File: src/rtl/ws2812b_pkg.sv
// Shared constants and types for the WS2812B frame sender.
// Latency: n/a (declarations only).
// Backpressure: n/a.
// Contents: state encoding, default bit/latch timing at 100 MHz, pixel width,
// and a small max helper used to size the shared timing counter.
package ws2812b_pkg;

  localparam int BITS_PER_PIXEL = 24;

  // Default timing in 100 MHz clock cycles; each bit period is 125 cycles.
  localparam int DEF_T0H        = 40;
  localparam int DEF_T0L        = 85;
  localparam int DEF_T1H        = 80;
  localparam int DEF_T1L        = 45;
  localparam int DEF_RES_CYCLES = 6000;

  typedef enum logic [2:0] {
    ST_IDLE  = 3'd0,
    ST_LOAD  = 3'd1,
    ST_HIGH  = 3'd2,
    ST_LOW   = 3'd3,
    ST_LATCH = 3'd4
  } state_t;

  function automatic int max3(input int a, input int b, input int c);
    int m;
    m = (a > b) ? a : b;
    return (m > c) ? m : c;
  endfunction

endpackage

File: src/rtl/ws2812b_frame_sender_if.sv
// Pixel stream from the pattern/colour generator into the frame sender.
// Latency: n/a (wires only).
// Backpressure: valid/ready; a pixel transfers on a clock edge where both are high.
// Signals: pixel_data {G,R,B} MSB first, pixel_valid (master), pixel_ready (slave).
interface ws2812b_frame_sender_if;
  import ws2812b_pkg::*;

  logic [BITS_PER_PIXEL-1:0] pixel_data;
  logic                      pixel_valid;
  logic                      pixel_ready;

  modport master (output pixel_data, output pixel_valid, input pixel_ready);
  modport slave  (input pixel_data, input pixel_valid, output pixel_ready);

endinterface

File: src/rtl/ws2812b_bit_timer.sv
// Loadable down-counter timing the HIGH, LOW and LATCH phases.
// Latency: load value N-1 gives expired after exactly N cycles in the phase.
// Backpressure: none; holds at zero once expired, never wraps.
// Ports: clk, reset (sync, active-high), load, value (N-1), expired (count == 0).
module ws2812b_bit_timer #(
  parameter int W = 13
) (
  input  logic         clk,
  input  logic         reset,
  input  logic         load,
  input  logic [W-1:0] value,
  output logic         expired
);

  logic [W-1:0] cnt;

  always_ff @(posedge clk) begin
    if (reset) begin
      cnt <= '0;
    end else if (load) begin
      cnt <= value;
    end else if (cnt != '0) begin
      cnt <= cnt - W'(1);
    end
  end

  assign expired = (cnt == '0);

endmodule

File: src/rtl/ws2812b_frame_sender.sv
// Serialises NUM_LEDS GRB pixels onto the WS2812B line, then a latch low period and frame_done.
// Latency: start -> first dout high 1 cycle after LOAD; frame = NUM_LEDS*3000 + RES_CYCLES + 1 cycles.
// Backpressure: pixel_ready only in LOAD; a missing pixel stretches the low time and pulses underflow once.
// Ports: clk, reset (sync, active-high), start, pix (pixel stream slave), dout, busy, frame_done, underflow.
module ws2812b_frame_sender
  import ws2812b_pkg::*;
#(
  parameter int NUM_LEDS   = 8,
  parameter int T0H        = DEF_T0H,
  parameter int T0L        = DEF_T0L,
  parameter int T1H        = DEF_T1H,
  parameter int T1L        = DEF_T1L,
  parameter int RES_CYCLES = DEF_RES_CYCLES
) (
  input  logic                   clk,
  input  logic                   reset,
  input  logic                   start,
  ws2812b_frame_sender_if.slave  pix,
  output logic                   dout,
  output logic                   busy,
  output logic                   frame_done,
  output logic                   underflow
);

  localparam int TW  = $clog2(max3(T1H, T0L, RES_CYCLES) + 1);
  localparam int PW  = $clog2(NUM_LEDS + 1);
  localparam int MSB = BITS_PER_PIXEL - 1;

  state_t                    state, state_next;
  logic [BITS_PER_PIXEL-1:0] shreg;
  logic [4:0]                bit_cnt;
  logic [PW-1:0]             pix_cnt;
  logic                      stalled;

  logic                      tmr_load;
  logic [TW-1:0]             tmr_val;
  logic                      tmr_expired;
  logic                      cap, shift, done_next;

  function automatic logic [TW-1:0] high_load(input logic b);
    return b ? TW'(T1H - 1) : TW'(T0H - 1);
  endfunction

  // The LOAD cycle that follows a pixel's last bit counts as low time, so that
  // bit's LOW phase is shortened by one to keep the 125-cycle period exact.
  function automatic logic [TW-1:0] low_load(input logic b, input logic before_load);
    int n;
    n = b ? T1L : T0L;
    if (before_load) n = n - 1;
    return TW'(n - 1);
  endfunction

  ws2812b_bit_timer #(.W(TW)) u_timer (
    .clk     (clk),
    .reset   (reset),
    .load    (tmr_load),
    .value   (tmr_val),
    .expired (tmr_expired)
  );

  always_comb begin
    state_next = state;
    tmr_load   = 1'b0;
    tmr_val    = '0;
    cap        = 1'b0;
    shift      = 1'b0;
    done_next  = 1'b0;
    case (state)
      ST_IDLE: begin
        if (start) state_next = ST_LOAD;
      end
      ST_LOAD: begin
        if (pix.pixel_valid) begin
          cap        = 1'b1;
          state_next = ST_HIGH;
          tmr_load   = 1'b1;
          tmr_val    = high_load(pix.pixel_data[MSB]);
        end
      end
      ST_HIGH: begin
        if (tmr_expired) begin
          state_next = ST_LOW;
          tmr_load   = 1'b1;
          tmr_val    = low_load(shreg[MSB], (bit_cnt == 5'd0) && (pix_cnt != PW'(NUM_LEDS)));
        end
      end
      ST_LOW: begin
        if (tmr_expired) begin
          if (bit_cnt != 5'd0) begin
            shift      = 1'b1;
            state_next = ST_HIGH;
            tmr_load   = 1'b1;
            tmr_val    = high_load(shreg[MSB-1]);
          end else if (pix_cnt != PW'(NUM_LEDS)) begin
            state_next = ST_LOAD;
          end else begin
            state_next = ST_LATCH;
            tmr_load   = 1'b1;
            tmr_val    = TW'(RES_CYCLES - 1);
          end
        end
      end
      ST_LATCH: begin
        if (tmr_expired) begin
          state_next = ST_IDLE;
          done_next  = 1'b1;
        end
      end
      default: state_next = ST_IDLE;
    endcase
  end

  always_ff @(posedge clk) begin
    if (reset) begin
      state      <= ST_IDLE;
      dout       <= 1'b0;
      busy       <= 1'b0;
      frame_done <= 1'b0;
      underflow  <= 1'b0;
      stalled    <= 1'b0;
      shreg      <= '0;
      bit_cnt    <= '0;
      pix_cnt    <= '0;
    end else begin
      state      <= state_next;
      dout       <= (state_next == ST_HIGH);
      busy       <= (state_next != ST_IDLE);
      frame_done <= done_next;
      // Only the first starved LOAD cycle reports; a long stall is one event.
      underflow  <= (state == ST_LOAD) && !pix.pixel_valid && !stalled;
      stalled    <= (state == ST_LOAD) && !pix.pixel_valid;
      if (state == ST_IDLE && start) pix_cnt <= '0;
      if (cap) begin
        shreg   <= pix.pixel_data;
        bit_cnt <= 5'(MSB);
        pix_cnt <= pix_cnt + PW'(1);
      end else if (shift) begin
        shreg   <= {shreg[MSB-1:0], 1'b0};
        bit_cnt <= bit_cnt - 5'd1;
      end
    end
  end

  assign pix.pixel_ready = (state == ST_LOAD);

endmodule

File: src/flat_wrapper.sv
// flat-port wrapper written by rule: the top's interface ports become plain ports
module ws2812b_frame_sender_flat import ws2812b_pkg::*;
#(
  parameter int NUM_LEDS   = 8,
  parameter int T0H        = DEF_T0H,
  parameter int T0L        = DEF_T0L,
  parameter int T1H        = DEF_T1H,
  parameter int T1L        = DEF_T1L,
  parameter int RES_CYCLES = DEF_RES_CYCLES
)
  (clk, reset, start, dout, busy, frame_done, underflow, pix_pixel_data, pix_pixel_valid, pix_pixel_ready);
  ws2812b_frame_sender_if pix_i ();
  input  logic clk;
  input  logic reset;
  input  logic start;
  output logic dout;
  output logic busy;
  output logic frame_done;
  output logic underflow;
  input wire logic [$bits(pix_i.pixel_data)-1:0] pix_pixel_data;
  input wire logic [$bits(pix_i.pixel_valid)-1:0] pix_pixel_valid;
  output wire logic [$bits(pix_i.pixel_ready)-1:0] pix_pixel_ready;
  assign pix_i.pixel_data = pix_pixel_data;
  assign pix_i.pixel_valid = pix_pixel_valid;
  assign pix_pixel_ready = pix_i.pixel_ready;
  ws2812b_frame_sender #(.NUM_LEDS(NUM_LEDS), .T0H(T0H), .T0L(T0L), .T1H(T1H), .T1L(T1L), .RES_CYCLES(RES_CYCLES)) u_core (.clk(clk), .reset(reset), .start(start), .pix(pix_i), .dout(dout), .busy(busy), .frame_done(frame_done), .underflow(underflow));
endmodule
File: config.mk
export PLATFORM = sky130hd
export DESIGN_NAME = ws2812b_frame_sender_flat
export DESIGN_NICKNAME = d
export VERILOG_FILES = /design/src/rtl/ws2812b_pkg.sv /design/src/rtl/ws2812b_frame_sender_if.sv /design/src/rtl/ws2812b_bit_timer.sv /design/src/rtl/ws2812b_frame_sender.sv /design/src/flat_wrapper.sv
export SDC_FILE = /design/constraint.sdc
export NUM_CORES = 1
export LEC_CHECK = 0
export ABC_AREA = 1
export ABC_CLOCK_PERIOD_IN_PS = 3790
export CORE_ASPECT_RATIO = 0.7
export CORE_MARGIN = 4
export CORE_UTILIZATION = 54
export DETAILED_ROUTE_END_ITERATION = 10
export PLACE_DENSITY_LB_ADDON = 0.1
export SYNTH_ARGS = -nofsm -noshare
export SYNTH_HDL_FRONTEND = slang
export SYNTH_SLANG_ARGS = --single-unit
File: constraint.sdc
create_clock -name clk -period 3.79 [get_ports clk]
set_clock_uncertainty 0.05 [all_clocks]
set_input_delay 0.758 -clock clk [delete_from_list [all_inputs] [get_ports clk]]
set_output_delay 0.758 -clock clk [all_outputs]
set_load 0.02 [all_outputs]
### After elaboration in Yosys (flattened, before gate mapping)

Cells that the tools add are included.

| word-level totals | value |
|---|---|
| register bits | 54 |
| input bits | 28 |
| output and inout bits | 5 |
| word-level logic and storage cells | 78 |

| operators by class | value |
|---|---|
| add/subtract/negate cells | 5 |
| equality and inequality tests | 6 |
| muxes and demuxes | 38 |
| bitwise logic cells | 1 |
| reductions and logical operators | 17 |

Operator list:

| cell | number |
|---|---|
| $mux W13 | 10 |
| $mux W24 | 2 |
| $pmux W13 S3 | 1 |
| $mux W3 | 7 |
| $mux W7 | 3 |
| $pmux W3 S5 | 1 |
| $logic_not A13 Y1 | 1 |
| $reduce_bool A13 Y1 | 1 |
| $sub A13 B1 Y13 const B | 1 |
| $sub A13 B2 Y13 const B | 1 |
| $mux W5 | 2 |
| $eq A3 B2 Y1 const B | 3 |
| $mux W1 | 9 |
| $mux W4 | 2 |
| $sub A7 B1 Y8 const B | 1 |
| $reduce_bool A2 Y1 | 3 |
| $logic_not A5 Y1 | 1 |
| $reduce_bool A5 Y1 | 1 |
| $sub A5 B1 Y5 const B | 1 |
| $add A4 B1 Y4 const B | 1 |
| $logic_and A1 B1 Y1 | 4 |
| $ne A4 B4 Y1 const B | 1 |
| $reduce_or A2 Y1 | 2 |
| $eq A3 B1 Y1 const B | 1 |
| 6 further kinds | 7 |

### Logic depth before layout (Yosys ltp)

| depth | value |
|---|---|
| word-level depth | 9 |
| depth in mapped cells | 12 |
| gate-level depth less buffers | 11 |

### Hierarchy

Synthesis repeated with hierarchy kept, for this count alone.

| second synthesis, totals | value |
|---|---|
| cells, all modules | 468 |
| area, all modules | 3,106.7 µm² |

By module, submodules not included:

| module | instances | cells each | area an instance (µm²) | sequential area each (µm²) |
|---|---|---|---|---|
| ws2812b_frame_sender | 1 | 329 | 2,164.6 | 820.8 |
| ws2812b_bit_timer | 1 | 139 | 942.2 | 260.2 |

### Worst setup path before layout

No wires, ideal clock.

| timing | value |
|---|---|
| path kind | input port to flip-flop |
| from | in reset |
| to | reg u_core.shreg[13] |
| setup time | 0.143 ns |
| arrival time | 1.534 ns |
| required time | 3.597 ns |
| slack | 2.063 ns |
| stages | 3 |
| buffers on the path | 2 |
| path through | clkbuf_1 -> clkbuf_1 -> a21oi_2 |

RTL lines:

| item | RTL line | text |
|---|---|---|
| from (decl) | flat_wrapper.sv:14 | `input logic reset;` |
| to (signal assigned) | ws2812b_frame_sender.sv:134 | `shreg <= pix.pixel_data;` |
| to (signal assigned) | ws2812b_frame_sender.sv:138 | `shreg <= {shreg[MSB-1:0], 1'b0};` |
| to (decl) | ws2812b_frame_sender.sv:30 | `logic [BITS_PER_PIXEL-1:0] shreg;` |

No word-level cell between the ends.

### Final worst setup path

| timing | value |
|---|---|
| from | reg u_core.state[0] |
| to | out pix_pixel_ready |

| on the way | value |
|---|---|
| cells in the longest elaborated chain, start to end | 1 |

Ends and longest elaborated chain:

| item | RTL line | text |
|---|---|---|
| from (decl) | ws2812b_frame_sender.sv:29 | `state_t state, state_next;` |
| from (signal assigned) | ws2812b_frame_sender.sv:125 | `state <= state_next;` |
| $eq A3 B1 Y1 | ws2812b_frame_sender.sv:144 | `assign pix.pixel_ready = (state == ST_LOAD);` |
| to (decl) | flat_wrapper.sv:22 | `output wire logic [$bits(pix_i.pixel_ready)-1:0] pix_pixel_ready;` |

Every way passes these cells.

==> flow_summary_export.csv <==
group,metric,value,unit
layout,drive_gt1_frac,0.161,
layout,post-route-util,0.622,
drt,drt_first_iter_violations,164,
synthesis,syn_nets,495,
drt,firstDrtPassIters,5,
drt,drt_wl_total,7310,microns
drt,vias,2868,
clocking,cts_sinks,54,
timing,max_slew_margin,0.612,
global_route,grt_util_all_layers,0.214,
pwr,totalPowerFinal,2.05,mW
pwr,power.leakage,1.61,nW
layout,most-common-layout-cells,"161 x nand2_1, 54 x dfxtp_1, 47 x nor2_1",
die,initial_utilization,0.559,
clocking,clockBufferDepth,2,
critical_path,timing.setup.critical_path_class,"flop to output port",
drt,ant_nets,0,
layout,syn2layout_area_growth,11.3,%
global_route,grt_pass1_wl,12700,microns
pwr,power.density,575,nW/um^2
clocking,cts_root_buf,"clkbuf_8",
timing,grt_setup_unrepaired,"false",
drt,drc,0,
clocking,cts_buffers,5,
clocking,hold_buffers,0,
drt,post_drt_via_cell_ratio,5.12,
drt,wl_per_cell,13.0,microns
timing,fmax,413,MHz
timing,worst_pin_slew,0.578,ns
run,maxCapViolCount,0,
placed_design,io_buffers,32,
clocking,post_cts_buffers,0,
timing,fin_crit,2.42,ns
clocking,cts_max_level,2,
synthesis,yosys.cell_types.count,33,
timing,tns,0,ns
timing,drv_slew,0,
synthesis,ys_seq_area_frac,0.338,
clocking,clock_latency,0.31,ns
clocking,cts_resized,0,
synthesis,ys_ff_latch,54,
layout,antennaDiodeCount,0,
global_route,grt_max_degree,40,
critical_path,required,2.98,ns
global_route,antenna_found_initial,0,
die,rows,23,
critical_path,arrival,1.61,ns
global_route,grt_overflow,0,
timing,setup_viol,0,
placed_design,place_hpwl,5140,microns
worst_hold_path,hp-class,"flop to flop",
timing,final-hold-violation-count,0,
die,fp.dieW,100,microns
placed_design,gp_congestion,0.855,
global_route,grt_pass1_vias,2721,
pwr,peakVddDrop,0.351,mV
layout,final_common_cell,"nand2_1",
synthesis,postSynthAreaPerCell,6.95,sq um
critical_path,start_kind,"flop",
die,dieHeight,72.4,microns
critical_path,cp_max_fo,3,
clocking,cts_tree,"yes",
die,io_pins,33,
status,outcome,"finished, final reports clean",
synthesis,netlist_instances,461,
synthesis,syn_area,3200,sq um
timing,period_share,0.639,
clocking,cts.reportedPaths.clkPinSlew,0.09,ns
synthesis,ys_warn_count,0,
die,fp.coreArea,5730,sq um
critical_path,crit_path_end_kind,"output port",
die,fp.dieArea,7250,sq um
layout,nets,519,
-- critical path, stage by stage, from the launching register on --
cell and delay, ns:
dfxtp_1 0.37, inv_1 0.06, nor2_2 0.09, nand2_1 0.10
inv_2 0.09, clkdlybuf4s50_1 0.60
-- per-layer routing --
metal,GRT usage,part of all wire,vias to the layer above,wire length [microns]
met4,0.0329,0.0033,0,24
met2,0.326,0.42,84,3090
met5,0,0,-,0
met3,0.0413,0.073,2,531
met1,0.321,0.50,1303,3660
li1,-,-,1479,-
-- area by class of cell --
cell class,instances,area (sq um)
Clock inverter,1,7.51
Tap cell,75,93.8
Clock buffer,6,72.6
Multi-Input combinational cell,353,1840
Inverter,38,148
Timing Repair Buffer,33,323
Fill cell,550,2160
Sequential cell,54,1080
-- sequential cells by signal, summed over array words and instances (netlist names) --
| signal | flops |
|---|---|
| u_core.underflow | 1 |
| u_core.state | 3 |
| u_core.shreg | 24 |
| u_core.busy | 1 |
| u_core.dout | 1 |
| u_core.frame_done | 1 |
| u_core.stalled | 1 |
| u_core.pix_cnt | 4 |
| u_core.bit_cnt | 5 |
| u_core.u_timer.cnt | 13 |
-- report_power, final --
part / switching, mW / internal [mW]
combinational: 0.637 / 0.363
clock: 0.188 / 0.127
sequential: 0.0858 / 0.647
-- cells in the mapped netlist, drive strengths merged --
cell type,number,share of area
nor3,9,0.017
nand3,27,0.048
a211oi,1,0.0023
nand2,188,0.25
xor2,10,0.027
inv,38,0.046
ha,6,0.023
clkbuf,5,0.0059
nor2,57,0.087
buf,11,0.036
o21bai,1,0.0023
a21oi,36,0.081
nand4,3,0.0059
xnor2,1,0.0027
o21ai,11,0.018
dfxtp,54,0.34
nand3b,3,0.0070
-- path summary, 6_finish.rpt --
path,slack [ns],to,depth (start not counted),startpoint
worst max register to register,1.71,u_core.u_timer.cnt[5],11,u_core.bit_cnt[0]
worst max-delay path,1.37,pix_pixel_ready,5,u_core.state[0]
worst min-delay path,0.36,u_core.underflow,1,u_core.stalled
worst min register to register,0.36,u_core.underflow,1,u_core.stalled
-- through the flow --
| step | hold WS (ns) | setup WS, ns | instances | cell area, sq um |
|---|---|---|---|---|
| floorplan | 0.323 | 2.06 | 461 | 3200 |
| global placement | 0.342 | 1.16 | 553 | 3480 |
| detailed placement | 0.355 | 1.12 | 553 | 3480 |
| CTS | 0.369 | 1.37 | 560 | 3560 |
| global route | 0.396 | 1.27 | 560 | 3560 |
| finish | 0.360 | 1.37 | 560 | 3560 |
-- cells by family (layout without fill, tap and decap cells) --
| family | Yosys count | in the layout | share of synthesized area |
|---|---|---|---|
| adders and majority gates | 6 | 6 | 0.0234 |
| AOI/OAI and AO/OA | 49 | 49 | 0.104 |
| DFF | 54 | 54 | 0.338 |
| buffers and inverters | 54 | 78 | 0.0883 |
| and+or+nand+nor | 287 | 287 | 0.417 |
| xor gates and xnor gates | 11 | 11 | 0.0301 |
(Power assumes the default switching activity.)
